--- src/rtl/serial_subtractor_if.sv ---
// Start/busy/done handshake bundle for the bit-serial subtractor.
// The master issues operands; the slave (the subtractor) returns the registered result.
interface serial_subtractor_if #(
  parameter int WIDTH = 8
);
  logic             start;
  logic [WIDTH-1:0] A;
  logic [WIDTH-1:0] B;
  logic             Bin;
  logic             busy;
  logic             done;
  logic [WIDTH-1:0] D;
  logic             Bout;

  modport master (
    output start, A, B, Bin,
    input  busy, done, D, Bout
  );

  modport slave (
    input  start, A, B, Bin,
    output busy, done, D, Bout
  );
endinterface

--- src/rtl/serial_subtractor.sv ---
// Bit-serial LSB-first subtractor: D = A - B - Bin over WIDTH cycles using one
// full-subtractor cell and a borrow flip-flop, with a start/busy/done handshake.
module serial_subtractor #(
  parameter int WIDTH = 8
) (
  input  logic                clk,
  input  logic                rst_n,
  serial_subtractor_if.slave  bus
);

  localparam int            CW   = (WIDTH > 2) ? $clog2(WIDTH) : 1;
  localparam logic [CW-1:0] LAST = CW'(WIDTH - 1);

  typedef enum logic [1:0] {IDLE, RUN, DONE} state_t;

  state_t           state;
  logic [WIDTH-1:0] a_sr;
  logic [WIDTH-1:0] b_sr;
  logic [WIDTH-1:0] d_sr;
  logic [WIDTH-1:0] d_next;
  logic [CW-1:0]    cnt;
  logic             br;
  logic             a0;
  logic             b0;
  logic             d;
  logic             br_next;

  // Full-subtractor cell on the current LSBs and the stored borrow.
  assign a0      = a_sr[0];
  assign b0      = b_sr[0];
  assign d       = a0 ^ b0 ^ br;
  assign br_next = (~a0 & b0) | (~(a0 ^ b0) & br);
  assign d_next  = {d, d_sr[WIDTH-1:1]};

  assign bus.busy = (state == RUN);

  always_ff @(posedge clk or negedge rst_n) begin
    if (!rst_n) begin
      state    <= IDLE;
      a_sr     <= '0;
      b_sr     <= '0;
      d_sr     <= '0;
      br       <= 1'b0;
      cnt      <= '0;
      bus.done <= 1'b0;
      bus.D    <= '0;
      bus.Bout <= 1'b0;
    end else begin
      case (state)
        IDLE: begin
          bus.done <= 1'b0;
          if (bus.start) begin
            a_sr  <= bus.A;
            b_sr  <= bus.B;
            br    <= bus.Bin;
            cnt   <= '0;
            state <= RUN;
          end
        end
        RUN: begin
          a_sr <= a_sr >> 1;
          b_sr <= b_sr >> 1;
          d_sr <= d_next;
          br   <= br_next;
          cnt  <= cnt + 1'b1;
          // The last bit lands straight in the result so D is valid with done.
          if (cnt == LAST) begin
            bus.D    <= d_next;
            bus.Bout <= br_next;
            bus.done <= 1'b1;
            state    <= DONE;
          end
        end
        DONE: begin
          bus.done <= 1'b0;
          state    <= IDLE;
        end
        default: begin
          bus.done <= 1'b0;
          state    <= IDLE;
        end
      endcase
    end
  end

endmodule

--- src/flat_wrapper.sv ---
// flat-port wrapper written by rule: the top's interface ports become plain ports
module serial_subtractor_flat 
#(
  parameter int WIDTH = 8
)
  (clk, rst_n, bus_start, bus_A, bus_B, bus_Bin, bus_busy, bus_done, bus_D, bus_Bout);
  serial_subtractor_if #(.WIDTH(WIDTH)) bus_i ();
  input  logic clk;
  input  logic rst_n;
  input wire logic [$bits(bus_i.start)-1:0] bus_start;
  input wire logic [$bits(bus_i.A)-1:0] bus_A;
  input wire logic [$bits(bus_i.B)-1:0] bus_B;
  input wire logic [$bits(bus_i.Bin)-1:0] bus_Bin;
  output wire logic [$bits(bus_i.busy)-1:0] bus_busy;
  output wire logic [$bits(bus_i.done)-1:0] bus_done;
  output wire logic [$bits(bus_i.D)-1:0] bus_D;
  output wire logic [$bits(bus_i.Bout)-1:0] bus_Bout;
  assign bus_i.start = bus_start;
  assign bus_i.A = bus_A;
  assign bus_i.B = bus_B;
  assign bus_i.Bin = bus_Bin;
  assign bus_busy = bus_i.busy;
  assign bus_done = bus_i.done;
  assign bus_D = bus_i.D;
  assign bus_Bout = bus_i.Bout;
  serial_subtractor #(.WIDTH(WIDTH)) u_core (.clk(clk), .rst_n(rst_n), .bus(bus_i));
endmodule
--- config.mk ---
export PLATFORM = sky130hd
export DESIGN_NAME = serial_subtractor_flat
export DESIGN_NICKNAME = d
export VERILOG_FILES = /design/src/rtl/serial_subtractor_if.sv /design/src/rtl/serial_subtractor.sv /design/src/flat_wrapper.sv
export SDC_FILE = /design/constraint.sdc
export NUM_CORES = 1
export LEC_CHECK = 0
export CAP_MARGIN = 15
export CORE_ASPECT_RATIO = 0.75
export CORE_MARGIN = 4
export CORE_UTILIZATION = 35
export DETAILED_ROUTE_END_ITERATION = 10
export PLACE_DENSITY = 0.61
export REMOVE_ABC_BUFFERS = 1
export SLEW_MARGIN = 40
export SYNTH_ARGS = -nofsm -noshare
export SYNTH_HDL_FRONTEND = slang
export SYNTH_SLANG_ARGS = --single-unit
export TNS_END_PERCENT = 30
--- constraint.sdc ---
create_clock -name clk -period 2.1 [get_ports clk]
set_input_delay 0.21 -clock clk [delete_from_list [all_inputs] [get_ports clk]]
set_output_delay 0.21 -clock clk [all_outputs]
set_load 0.02 [all_outputs]
# [Word level (Yosys, flattened, before mapping)]
# Index checks and enable logic that the tools add are counted.
# Widths: inputs -> output; s select.
[word_totals] regBits=40 in_bits=20
[op_classes] n_addsub=1 n_eq_ne=4 muxes=13 bitwise=7 n_reduce_logical=5
[op_table] cell="$pmux 8 s2" count=2
[op_table] cell="$mux 8" count=2
[op_table] cell="$pmux 3 s2" count=1
[op_table] cell="$reduce_and 2->1" count=3
[op_table] cell="$mux 2" count=2
[op_table] cell="$pmux 2 s2" count=1
[op_table] cell="$add 3x1->3 const B" count=1
[op_table] cell="$eq 3x3->1 const B" count=1
[op_table] cell="$mux 1" count=3
[op_table] cell="$mux 3" count=1
[op_table] cell="$and 1x1->1" count=2
[op_table] cell="$eq 2x1->1 const B" count=1
[op_table] cell="$logic_not 2->1" count=1
[op_table] cell="$ne 2x1->1 const B" count=1
[op_table] cell="$ne 2x2->1 const B" count=1
[op_table] cell="$not 1->1" count=2
[op_table] cell="$pmux 1 s2" count=1
[op_table] cell="$reduce_bool 2->1" count=1
[op_table] cell="$xor 1x1->1" count=2
[op_table] cell="$or 1x1->1" count=1

# [Longest topological paths before layout]
# Gate-level depths: netlist of run 1.
[logic_depth] word_depth=5 depth_mapped=5 ltp_nobuf=4

# [Worst setup path before layout of run 1]
# Ideal clock, no wire load.
[synth_timing] path_kind="flip-flop to flip-flop" startpoint="register u_core.cnt[0]" endpoint="register u_core.bus.D[0]" setup_time_ns=0.125 t_arrival_ns=1.359 required_time_ns=1.975 slack_ns=0.617 path_stages_with_launch=6 period_less_slack_ns=1.483 cell_sequence="dfrtp_1 ha_1 ha_1 nand3b_1 buf_2 mux2_2"
[synth_via] elab_chain_cells=2
[synth_rtl] item="start: declaration" line="serial_subtractor.sv:21" source="logic [CW-1:0] cnt;"
[synth_rtl] item="start signal: assignment" line="serial_subtractor.sv:65" source="cnt <= cnt + 1'b1;"
[synth_rtl] item="$eq 3x3->1" line="serial_subtractor.sv:67" source="if (cnt == LAST) begin"
[synth_rtl] item="$reduce_and 2->1 (no line)"
[synth_rtl] item="end signal: assignment" line="serial_subtractor.sv:68" source="bus.D <= d_next;"
[synth_rtl] item="end: declaration" line="serial_subtractor_if.sv:22" source="output busy, done, D, Bout"
# Every way passes these cells.
# A chain may end at the register's enable or synchronous reset.

# [Worst setup path after layout of run 1]
[layout_timing] startpoint="register u_core.cnt[0]" endpoint="register u_core.bus.D[5]"
# Same word-level chain as after synthesis.

==> run summary, run 1 <==
TritonCTS clock tree - built
GRT Overall Usage - 11.5%
total of max-cap violations - 0
Die W - 91.7 µm
Core ar. - 4980 µm²
1st-iter DRT viols - 67
register area share after synthesis - 53.1%
Buffers on Ports - 30
syn_area_per_cell - 12.4 µm²
htree depth - 2
antenna cells - 0
Max Fclk - 595 MHz
run status - completed
final setup margin - 419 ps
Worst Skew - 9.57 ps
Vias - 1221
Pwr per Cell Area - 1420 nW/µm²
family with the most delay on the worst path - flip-flops
Hold Vio Cnt, Final - 0
Finish-stage setup viols - 0
Setup Buffers After CTS - 0
Pleak - 0.970 nW
layout cells sized above 1 - 16.9%
Buf/Inv on CP - 0
Reg2Reg Depth - 4
# rows - 22
area leader, netlist - dfrtp_1
Final #Nets - 200
CTS Buf Count - 5
Clock Path Buffers - 2
largest net degree at the start of global routing - 40
slowest CP cell - dfrtp_1
root buffer cell - clkbuf_8
area grow syn2layout - 23.3%
Area contributors post-synth - dfrtp_1, mux2_2, nor4b_1
crit path kind - reg2reg
fin area - 2270 µm²
leading cell types in the layout, fill and taps excluded - dfrtp_1, clkdlybuf4s50_1, inv_1
First-pass DRT Iterations - 4
Tmin final - 1680 ps
crit path cell chain - ha_1 > ha_1 > nand3b_1 > mux2_2
setup TNS - 0 ps
CP Launch Type - register
Overall Power - 0.00322 W
crit path max fanout - 10
WP depth - 4
Yosys warnings - 0
synthesized cell area - 1840 µm²
slew margin rel. - 67.2%
VDD IR-drop max - 0.422 mV
gr ovfl total - 0
initial core utilization - 36.9%
Yosys cell types - 28
DRC violations left - 0
Critical Path RT - 2270 ps
asr flop ratio synth - 100%
WP data arrival - 1850 ps
HP Class - in2async
die area - 6490 µm²
ANT nets after route - 0
first-pass GRT wire length - 5.98 mm
EDFF count, synth - 0
DP Wirelength - 2.36 mm
Critical Path Max Stage Delay - 400 ps
RSZ-0062 raised after global routing - false
worst skew pair latency - 280 ps
CP Capture Type - register
vias in the first global route - 1226
commonest non-fill, non-tap cell in the layout - dfrtp_1
Hold Buf Count CTS - 0
Main synth FF type - dfrtp_1
drt total wl - 3.53 mm
post-CTS sizing - 0
clock-pin slew on the worst setup and hold paths - 80 ps
period utilisation layout - 80.1%
Placer Congestion - 0.709
Synth top area share - 53.1%
dpl ws - 404 ps
Worst path most repeated cell - ha_1
number of synthesized register bits - 39
WHS - 448 ps
Vias per Instance - 4.88
worst slew pin tran - 490 ps
initial antenna violation count - 0
clk sinks - 39
fillers - 478
Cells after Synth - 148
Die H - 70.8 µm
io pins - 31
reg2reg setup slack - 420 ps
Post-DP Area - 2170 µm²
Slew Limit Fails - 0
wire per inst - 14.1 µm
[layer usage]
layer	GRT usage, %	up-vias	part of all wire (%)
li1	-	584	-
met1	15.6	616	50
met2	17.0	19	44
met3	3.83	2	5.0
met4	4.52	0	0.96
met5	0	-	0
[stage by stage]
step                std cells  util, %
floorplan                 134        -
finish                    250     45.5
detailed placement        241     43.6
CTS                       249     45.3
global route              250     45.5
global placement          241     43.6
[layout make-up]
class	instances	area (µm²)	share of cell area (%)
flip-flops and latches	39	976	43.0
multi-input cells	77	707	31.2
repair buffers	36	345	15.2
well taps	72	90.1	3.97
clock buffers	7	76.3	3.37
inverters	18	67.6	2.98
clock inverters	1	5.00	0.221
[where the power goes]
group          internal [W]  leakage, nW  switching, W
logic              0.000749        0.470      0.000672
clock network      0.000233       0.0422      0.000243
registers           0.00112        0.458      0.000202
[final timing paths]
| kind | start | end |
|---|---|---|
| min reg2reg | u_core.bus.done$_DFFE_PN0P_ | u_core.bus.done$_DFFE_PN0P_ |
| min in group clk | u_core.bus.done$_DFFE_PN0P_ | u_core.bus.done$_DFFE_PN0P_ |
| max reg2reg | u_core.cnt[0]$_DFFE_PN0P_ | u_core.bus.D[5]$_DFFE_PN0P_ |
| max in group asynchronous | rst_n | u_core.d_sr[2]$_DFFE_PN0P_ |
| max | u_core.cnt[0]$_DFFE_PN0P_ | u_core.bus.D[5]$_DFFE_PN0P_ |
| min | rst_n | u_core.a_sr[5]$_DFFE_PN0P_ |
[flip-flops by register name (all words and copies together) (netlist names)]
signal           cells
u_core.bus.done      1
u_core.state         2
u_core.br            1
u_core.b_sr          8
u_core.bus.Bout      1
u_core.cnt           3
u_core.bus.D         8
u_core.a_sr          8
u_core.d_sr          7
[synthesized netlist by cell type (2+ instances only)]
cell type	number
nand2b_1	2
a211oi_1	13
dfrtp_1	39
clkbuf_1	6
a22o_1	2
buf_6	2
nor4b_1	15
mux2_2	15
ha_1	2
nor3b_1	13
buf_2	4
a221oi_1	2
inv_1	18
[logic make-up (layout without fill, tap and decap cells)]
group | Yosys count | in the layout | share of synthesized area [%]
AOI/OAI and AO/OA | 22 | 22 | 9.80
DFF | 39 | 39 | 53.1
and+or+nand+nor | 35 | 35 | 15.7
adders and majority gates | 3 | 3 | 2.45
muxes | 17 | 17 | 10.6
buffers and inverters | 32 | 62 | 8.44
Note: power is estimated with default switching activity, not from simulation.
==> run 2, diff against run 1 <==
--- a/config.mk
+++ b/config.mk
@@ -10,7 +10,7 @@
 export CORE_MARGIN = 4
 export CORE_UTILIZATION = 35
 export DETAILED_ROUTE_END_ITERATION = 10
-export PLACE_DENSITY = 0.61
+export PLACE_DENSITY = 0.63
 export REMOVE_ABC_BUFFERS = 1
 export SLEW_MARGIN = 40
 export SYNTH_ARGS = -nofsm -noshare
==> constraint.sdc (replaced) <==
create_clock -name clk -period 1.3 [get_ports clk]
set_input_delay 0.13 -clock clk [delete_from_list [all_inputs] [get_ports clk]]
set_output_delay 0.13 -clock clk [all_outputs]
set_load 0.02 [all_outputs]
==> run summary, run 2 (synthesis gave the netlist of run 1 again) <==
leading cell types in the layout, fill and taps excluded - dfrtp_1, clkdlybuf4s50_1, inv_1
Pwr per Cell Area - 2250 nW/µm² (+58%)
Buffers on Ports - 30 (unchanged)
wire per inst - 15.3 µm (+8.4%)
period utilisation layout - 113% (+33 points)
RR Startpoint - u_core.cnt[0]$_DFFE_PN0P_
Slew Limit Fails - 0 (unchanged)
First-pass DRT Iterations - 4 (unchanged)
largest registers - u_core.a_sr x8, u_core.b_sr x8, u_core.bus.D x8
DRC violations left - 0 (unchanged)
Critical Path RT - 1480 ps (-790 ps)
drt total wl - 3.98 mm (+13%)
root buffer cell - clkbuf_8
setup TNS - -1340 ps (-1340 ps)
1st-iter DRT viols - 28 (-58%)
worst slew pin tran - 423 ps (-66.5 ps)
Post-DP Area - 2270 µm² (+4.3%)
clock-pin slew on the worst setup and hold paths - 70 ps (about the same)
Final #Nets - 211 (+5.5%)
Clock Path Buffers - 2 (unchanged)
antenna cells - 0 (unchanged)
VDD IR-drop max - 0.531 mV (+26%)
Crit. Startpoint - u_core.cnt[0]$_DFFE_PN0P_
r2r endpoint - u_core.bus.D[1]$_DFFE_PN0P_
RSZ-0062 raised after global routing - true
initial core utilization - 36.9% (unchanged)
TritonCTS clock tree - built
total of max-cap violations - 0 (unchanged)
WP data arrival - 1640 ps (-210 ps)
Vias per Instance - 4.94 (+1.1%)
GRT Overall Usage - 13.1% (+1.6 points)
fillers - 440 (-7.9%)
run status - complete, but fails checks
layout cells sized above 1 - 27.7% (+11 points)
CP Capture Type - register
crit path to - u_core.bus.D[1]$_DFFE_PN0P_
slew margin rel. - 71.8% (+4.5 points)
area grow syn2layout - 33.2%
Worst Skew - 5.03 ps (-4.54 ps)
gr ovfl total - 0 (unchanged)
vias in the first global route - 1388 (+13%)
Core ar. - 4980 µm² (unchanged)
Tmin final - 1470 ps (-213 ps)
failing checks - negative setup slack
first-pass GRT wire length - 6.72 mm (+12%)
Die W - 91.7 µm (unchanged)
io pins - 31 (unchanged)
die area - 6490 µm² (unchanged)
commonest non-fill, non-tap cell in the layout - dfrtp_1
CP Launch Type - register
DP Wirelength - 2.66 mm (+13%)
Max Fclk - 681 MHz (+15%)
worst skew pair latency - 290 ps (about the same)
Reg2Reg Depth - 5 (+1)
Hold Vio Cnt, Final - 0 (unchanged)
initial antenna violation count - 0 (unchanged)
ANT nets after route - 0 (unchanged)
Pleak - 1.10 nW (+14%)
fin area - 2450 µm² (+7.9%)
crit path max fanout - 5 (-5)
Placer Congestion - 0.776 (+9.4%)
clk sinks - 39 (unchanged)
htree depth - 2 (unchanged)
Vias - 1284 (+5.2%)
final setup margin - -168 ps (-587 ps)
HP Class - in2async
Finish-stage setup viols - 9 (+9)
crit path kind - reg2reg
reg2reg setup slack - -170 ps (-590 ps)
CTS Buf Count - 5 (unchanged)
largest net degree at the start of global routing - 24 (-40%)
# rows - 22 (unchanged)
Die H - 70.8 µm (unchanged)
run 2: routing by layer:
metal,GRT usage [%],wire [µm]
met5,0,0
met4,7.19,72
met3,2.66,108
met2,21.3,2070
met1,16.5,1730
run 2: critical path, cell delays in order, from the launching register on:
cell and delay [ps]:
dfrtp_1 390, ha_2 210, ha_4 160, nand3b_1 140
buf_6 160, mux2_4 300
run 2: metrics by stage:
step	std cells	setup slack, ps	power [W]	util, %	hold WS [ps]
2_1_floorplan	134	-469	0.00360	-	-166
3_3_place_gp	250	-150	0.00448	45.5	83.6
3_5_place_dp	250	-202	0.00459	45.5	85.9
4_1_cts	262	-199	0.00550	48.9	309
5_1_grt	260	-201	0.00592	49.1	364
6_report	260	-168	0.00551	49.1	310
run 2: timing repair:
action,CTS,global route
buffers inserted,3,0
resized for setup,21,17
endpoints found under the setup margin,22,33
hold buffers,1,0
hold endpoints to repair,16,0
cloned,1,0
pin swaps,1,3
run 2: worst min path at each step:
stage          start                         end  depth (start not counted)  slack [ps]
3_5_place_dp   rst_n  u_core.a_sr[5]$_DFFE_PN0P_                          1          90
6_report       rst_n  u_core.a_sr[5]$_DFFE_PN0P_                          2         310
3_3_place_gp   rst_n  u_core.a_sr[5]$_DFFE_PN0P_                          1          80
4_1_cts        rst_n  u_core.a_sr[0]$_DFFE_PN0P_                          2         310
2_1_floorplan  rst_n  u_core.a_sr[0]$_DFFE_PN0P_                          0        -170
5_1_grt        rst_n  u_core.b_sr[4]$_DFFE_PN0P_                          2         360
run 2: power breakdown:
| part | switching [W] | internal [W] | total, W |
|---|---|---|---|
| combinational | 0.00116 | 0.00135 | 0.00251 |
| sequential | 0.000359 | 0.00181 | 0.00217 |
| clock | 0.000410 | 0.000416 | 0.000826 |
| total | 0.00193 | 0.00358 | 0.00551 |
run 2: final cells by class:
class | instances | area [µm²] | area share, %
clock buffers | 6 | 82.6 | 3.37
clock inverters | 1 | 5.00 | 0.204
inverters | 18 | 67.6 | 2.76
multi-input cells | 77 | 783 | 32.0
flip-flops and latches | 39 | 976 | 39.9
well taps | 72 | 90.1 | 3.68
repair buffers | 47 | 443 | 18.1
